==> config.mk <==
export PLATFORM = sky130hd
export DESIGN_NAME = clock_time_core
export DESIGN_NICKNAME = d
export VERILOG_FILES = /design/src/rtl/clock_time_core.sv
export SDC_FILE = /design/constraint.sdc
export NUM_CORES = 1
export LEC_CHECK = 0
export BUFFER_PORTS_ARGS = -buffer_cell sky130_fd_sc_hd__buf_2
export CAP_MARGIN = 20
export CORE_MARGIN = 10
export CORE_UTILIZATION = 39
export CTS_CLUSTER_SIZE = 30
export DETAILED_ROUTE_END_ITERATION = 7
export SYNTH_ARGS = -nofsm -noshare
export SYNTH_HDL_FRONTEND = slang
export SYNTH_SLANG_ARGS = --single-unit
==> constraint.sdc <==
create_clock -name clk -period 2.3 [get_ports clk]
set_input_delay 0 -clock clk [delete_from_list [all_inputs] [get_ports clk]]
set_output_delay 0 -clock clk [all_outputs]
set_load 0.01 [all_outputs]
==> src/rtl/clock_time_core.sv <==
// BCD hh:mm:ss timekeeper advanced by rising edges of the 1 Hz divider output,
// with validated time load and per-field manual increment for the set-time UI.
module clock_time_core #(
    parameter int HOUR_MAX = 23
) (
    input  logic       clk,
    input  logic       rst,
    input  logic       tick_in,
    input  logic       run_en,
    input  logic       set_load,
    input  logic [7:0] set_hh,
    input  logic [7:0] set_mm,
    input  logic [7:0] set_ss,
    input  logic [1:0] inc_sel,
    input  logic       inc_pulse,
    output logic [7:0] hh,
    output logic [7:0] mm,
    output logic [7:0] ss,
    output logic       sec_pulse,
    output logic       min_pulse,
    output logic       day_pulse,
    output logic       load_err
);

    localparam logic [3:0] HMAX_T   = 4'(HOUR_MAX / 10);
    localparam logic [3:0] HMAX_O   = 4'(HOUR_MAX % 10);
    localparam logic [7:0] HMAX_BCD = {HMAX_T, HMAX_O};
    localparam logic [7:0] MS_MAX   = 8'h59;

    localparam logic [1:0] SEL_SS = 2'b01;
    localparam logic [1:0] SEL_MM = 2'b10;
    localparam logic [1:0] SEL_HH = 2'b11;

    // BCD +1 with wrap to 00 once the field's last value is reached.
    function automatic logic [7:0] bcd_inc(input logic [7:0] v, input logic [7:0] lim);
        logic [7:0] r;
        if (v == lim)
            r = 8'h00;
        else if (v[3:0] == 4'd9)
            r = {v[7:4] + 4'd1, 4'd0};
        else
            r = {v[7:4], v[3:0] + 4'd1};
        return r;
    endfunction

    function automatic logic ms_ok(input logic [7:0] v);
        return (v[7:4] <= 4'd5) && (v[3:0] <= 4'd9);
    endfunction

    // Digits are checked first, so a plain compare against the BCD limit is exact.
    function automatic logic hh_ok(input logic [7:0] v);
        return (v[7:4] <= 4'd9) && (v[3:0] <= 4'd9) && (v <= HMAX_BCD);
    endfunction

    logic       tick_q;
    logic [7:0] hh_q, hh_d;
    logic [7:0] mm_q, mm_d;
    logic [7:0] ss_q, ss_d;
    logic       sec_q, sec_d;
    logic       min_q, min_d;
    logic       day_q, day_d;
    logic       err_q, err_d;
    logic       tick_rise;

    assign tick_rise = tick_in & ~tick_q;

    always_comb begin
        hh_d  = hh_q;
        mm_d  = mm_q;
        ss_d  = ss_q;
        sec_d = 1'b0;
        min_d = 1'b0;
        day_d = 1'b0;
        err_d = 1'b0;

        if (set_load) begin
            hh_d  = hh_ok(set_hh) ? set_hh : 8'h00;
            mm_d  = ms_ok(set_mm) ? set_mm : 8'h00;
            ss_d  = ms_ok(set_ss) ? set_ss : 8'h00;
            err_d = ~(hh_ok(set_hh) & ms_ok(set_mm) & ms_ok(set_ss));
        end else if (inc_pulse && inc_sel != 2'b00) begin
            case (inc_sel)
                SEL_SS:  ss_d = bcd_inc(ss_q, MS_MAX);
                SEL_MM:  mm_d = bcd_inc(mm_q, MS_MAX);
                SEL_HH:  hh_d = bcd_inc(hh_q, HMAX_BCD);
                default: ;
            endcase
        end else if (tick_rise && run_en) begin
            sec_d = 1'b1;
            ss_d  = bcd_inc(ss_q, MS_MAX);
            if (ss_q == MS_MAX) begin
                min_d = 1'b1;
                mm_d  = bcd_inc(mm_q, MS_MAX);
                if (mm_q == MS_MAX) begin
                    hh_d = bcd_inc(hh_q, HMAX_BCD);
                    if (hh_q == HMAX_BCD)
                        day_d = 1'b1;
                end
            end
        end
    end

    // tick_q resets high so a level already high at reset release is not an edge.
    always_ff @(posedge clk or negedge rst) begin
        if (!rst) begin
            tick_q <= 1'b1;
            hh_q   <= 8'h00;
            mm_q   <= 8'h00;
            ss_q   <= 8'h00;
            sec_q  <= 1'b0;
            min_q  <= 1'b0;
            day_q  <= 1'b0;
            err_q  <= 1'b0;
        end else begin
            tick_q <= tick_in;
            hh_q   <= hh_d;
            mm_q   <= mm_d;
            ss_q   <= ss_d;
            sec_q  <= sec_d;
            min_q  <= min_d;
            day_q  <= day_d;
            err_q  <= err_d;
        end
    end

    assign hh        = hh_q;
    assign mm        = mm_q;
    assign ss        = ss_q;
    assign sec_pulse = sec_q;
    assign min_pulse = min_q;
    assign day_pulse = day_q;
    assign load_err  = err_q;

endmodule

==> impl_metrics.env <==
export IMPL_setup_viol=0
export IMPL_regArea_um2=727
export IMPL_tns_ns=0
export IMPL_synth_seq_cells=29
export IMPL_via_count=1724
export IMPL_hp_start="set_mm[4]"
export IMPL_synth_top_area_share=0.380
export IMPL_end_kind="flop"
export IMPL_cts_sinks=29
export IMPL_syn2layout_area_growth_pct=26.2
export IMPL_grt_max_degree=30
export IMPL_criticalPathCategory="flop to flop"
export IMPL_wl_mm=4.87
export IMPL_wl_per_cell_um=15.3
export IMPL_switchingPower_w=0.000498
export IMPL_cts_made_buffers=5
export IMPL_synth_main_ff_cell="dfrtp_1"
export IMPL_grt_use_total=0.131
export IMPL_r2r_cells=7
export IMPL_drc=0
export IMPL_min_delay_path_depth=3
export IMPL_ys_warn_count=0
export IMPL_fin_util=0.520
export IMPL_fmax_mhz=489
export IMPL_die_w_um=88.7
export IMPL_clock_latency_ns=0.27
export IMPL_grt_pass1_wl_mm=8.30
export IMPL_start_util=0.412
export IMPL_multi_input_area_um2=1060
export IMPL_finalHoldViolations=0
export IMPL_synth_edf_count=0
export IMPL_drive_above_1_share=0.289
export IMPL_worstPathRequired_ns=2.46
export IMPL_leakagePower_nw=1.18
export IMPL_netlist_top_cells_area="dfrtp_1 38%, ha_1 8.2%, o21ai_0 4.9%"
export IMPL_swShare=0.334
export IMPL_avgViaCountPerCell=5.42
export IMPL_cp_num_buf_inv=1
export IMPL_max_slew_worst_pin_slew_ns=0.647
export IMPL_synth_area_um2=1840
export IMPL_r2r_setup_slack_ns=0.25
export IMPL_crit_chain="inv_1 > ha_1 > nand3b_4 > nor3b_4 > o211a_1 > nand2_4 > a221o_1"
export IMPL_synthDistinctLibCells=47
export IMPL_num_rows=24
export IMPL_relSlewSlack=0.569
export IMPL_r2r_end="hh[6]$_DFFE_PN0P_"
export IMPL_report_final_slew_viol_count=0
export IMPL_use_met3=0.0506
export IMPL_timing_rr_start="ss[1]$_DFFE_PN0P_"
export IMPL_firstDrtPassIters=4
export IMPL_pwr_share_seq=0.448
export IMPL_rsz0062_at_grt="false"
export IMPL_syn_nets=241
export IMPL_worst_path_largest_cell_delay_ns=0.41
export IMPL_pin_count=60
export IMPL_min_to="mm[4]$_DFFE_PN0P_"
export IMPL_fp_dieArea_um2=7870
export IMPL_gr_max_usage_layer="met2"
export IMPL_cap_violations=0
export IMPL_synth_largest_area_cell="dfrtp_1"
export IMPL_ctsRootBufferMaster="clkbuf_8"
export IMPL_coreArea_um2=4470
export IMPL_skew_ns=0.00118
export IMPL_synth_avg_cell_area_um2=9.35
export IMPL_setup_ws_ns=0.255
export IMPL_max_vdd_ir_drop_v=0.000322
export IMPL_pwr_share_comb=0.269
export IMPL_clockBufferDepth=2
export IMPL_synth_common_cells="28 x dfrtp_1, 22 x nor2_1, 18 x o21ai_0, 16 x a21oi_1, 16 x nand2_1"
export IMPL_overflow=0
export IMPL_tritoncts="yes"
export IMPL_hpwlAfterDp_mm=3.79
export IMPL_io_buffers=59
export IMPL_path_delay_family="compound AO/OA/AOI/OAI gates"
export IMPL_synthArstFlopShare=1.00
export IMPL_seq_area_frac_synth=0.395
export IMPL_postSynthCellCount=197
export IMPL_holdWs_ns=0.00622
export IMPL_cts_setup_buffers=0
export IMPL_start_kind="flop"
export IMPL_period_share=0.889
export IMPL_cts_htree_levels=2
export IMPL_status="complete, no violations"
export IMPL_grtUsageMet1=0.162
export IMPL_drt_iter0_drc=66
export IMPL_arrival_ns=2.21
export IMPL_nNetsFinal=310
export IMPL_clock_power_share=0.283
export IMPL_grt_use_met2=0.205
export IMPL_antenna_found_initial=0
export IMPL_crit_fanout=10
export IMPL_powerDensity_nw_per_um2=642
export IMPL_ant_nets=0
export IMPL_grt_pass1_vias=1779
export IMPL_fillers=442
export IMPL_intPower_w=0.000995
export IMPL_gp_routability_congestion=0.847
export IMPL_min_period_ns=2.05
export IMPL_path_clk_slew_ns=0.06
export IMPL_die_h_um=88.7
export IMPL_synth_most_common_cell="dfrtp_1"
export IMPL_insertedDiodeCount=0
export IMPL_preCtsSetupSlack_ns=0.266
export IMPL_hold_path_class="primary input to flop"
export IMPL_slowest_stage="dfrtp_1"
-- flip-flops by register name, summed over array words and instances, names as in the netlist --
signal and cells:
tick_q 1, ss 8, min_pulse 1, hh 8
load_err 1, day_pulse 1, mm 8, sec_pulse 1
-- cells by family after synthesis --
group | share of synthesized area
compound gates | 0.232
xor+xnor | 0.00476
fa+ha+maj | 0.0815
buf+inv | 0.0285
flops | 0.395
mux | 0.0177
simple gates | 0.240
-- worst max-delay path by stage --
stage	slack, ns	startpoint	cells past startpoint	to
after floorplan	0.45	ss[1]$_DFFE_PN0P_	8	hh[6]$_DFFE_PN0P_
after global placement	0.32	ss[1]$_DFFE_PN0P_	7	hh[7]$_DFFE_PN0P_
after detailed placement	0.27	ss[1]$_DFFE_PN0P_	7	hh[7]$_DFFE_PN0P_
after CTS	0.25	ss[1]$_DFFE_PN0P_	7	hh[7]$_DFFE_PN0P_
after global routing	0.13	ss[5]$_DFFE_PN0P_	7	hh[7]$_DFFE_PN0P_
final	0.25	ss[1]$_DFFE_PN0P_	7	hh[6]$_DFFE_PN0P_
-- layer usage --
metal / wire length [um] / vias up
met4: 40 / 0
met5: 0 / -
li1: - / 869
met2: 2210 / 45
met3: 416 / 5
met1: 2200 / 805
-- layout make-up --
class | count | area share
Sequential cell | 29 | 0.313
Inverter | 9 | 0.0145
Tap cell | 52 | 0.0280
Clock buffer | 7 | 0.0371
Timing Repair Buffer | 65 | 0.151
Multi-Input combinational cell | 156 | 0.457
-- worst register-to-register path, stage by stage (launching register included) --
cell      delay [ns]
dfrtp_1         0.41
inv_1           0.09
ha_1            0.21
nand3b_4        0.12
nor3b_4         0.26
o211a_1         0.38
nand2_4         0.11
a221o_1         0.35
-- per-stage QoR --
| step | cells | cell area (um2) | total power [W] |
|---|---|---|---|
| final | 318 | 2320 | 0.00149 |
| after global routing | 318 | 2320 | 0.00160 |
| after CTS | 318 | 2320 | 0.00151 |
| after detailed placement | 307 | 2200 | 0.00108 |
| after global placement | 307 | 2200 | 0.00108 |
| after floorplan | 197 | 1840 | 0.000903 |
-- layout by cell type, fill, tap and decap left out, types with 4 or more instances in the layout --
cell type      Yosys  layout
ha_1              12      12
dfrtp_1           28      28
dlygate4sd3_1      0       4
a211oi_1           5       5
buf_2              0      59
nor2_1            22      22
nor2b_1            4       4
nor3b_1            5       5
nand2_1           16      16
a21oi_1           16      16
clkbuf_8           0       6
nor3_1             6       6
inv_1              8       8
nand3_1            5       5
o21ai_0           18      18
-- power groups by stage --
stage          clock (W)  sequential (W)  combinational, W
6_report        0.000422        0.000669          0.000402
5_1_grt         0.000451        0.000683          0.000461
4_1_cts         0.000432        0.000668          0.000411
3_5_place_dp           0        0.000676          0.000402
3_3_place_gp           0        0.000673          0.000404
2_1_floorplan          0        0.000692          0.000211
-- repair_timing --
| action | CTS | global route |
|---|---|---|
| hold endpoints to repair | 31 | 0 |
| gates resized for setup | 0 | 0 |
| hold buffers | 4 | 0 |
Note: power is estimated with default switching activity, not from simulation.
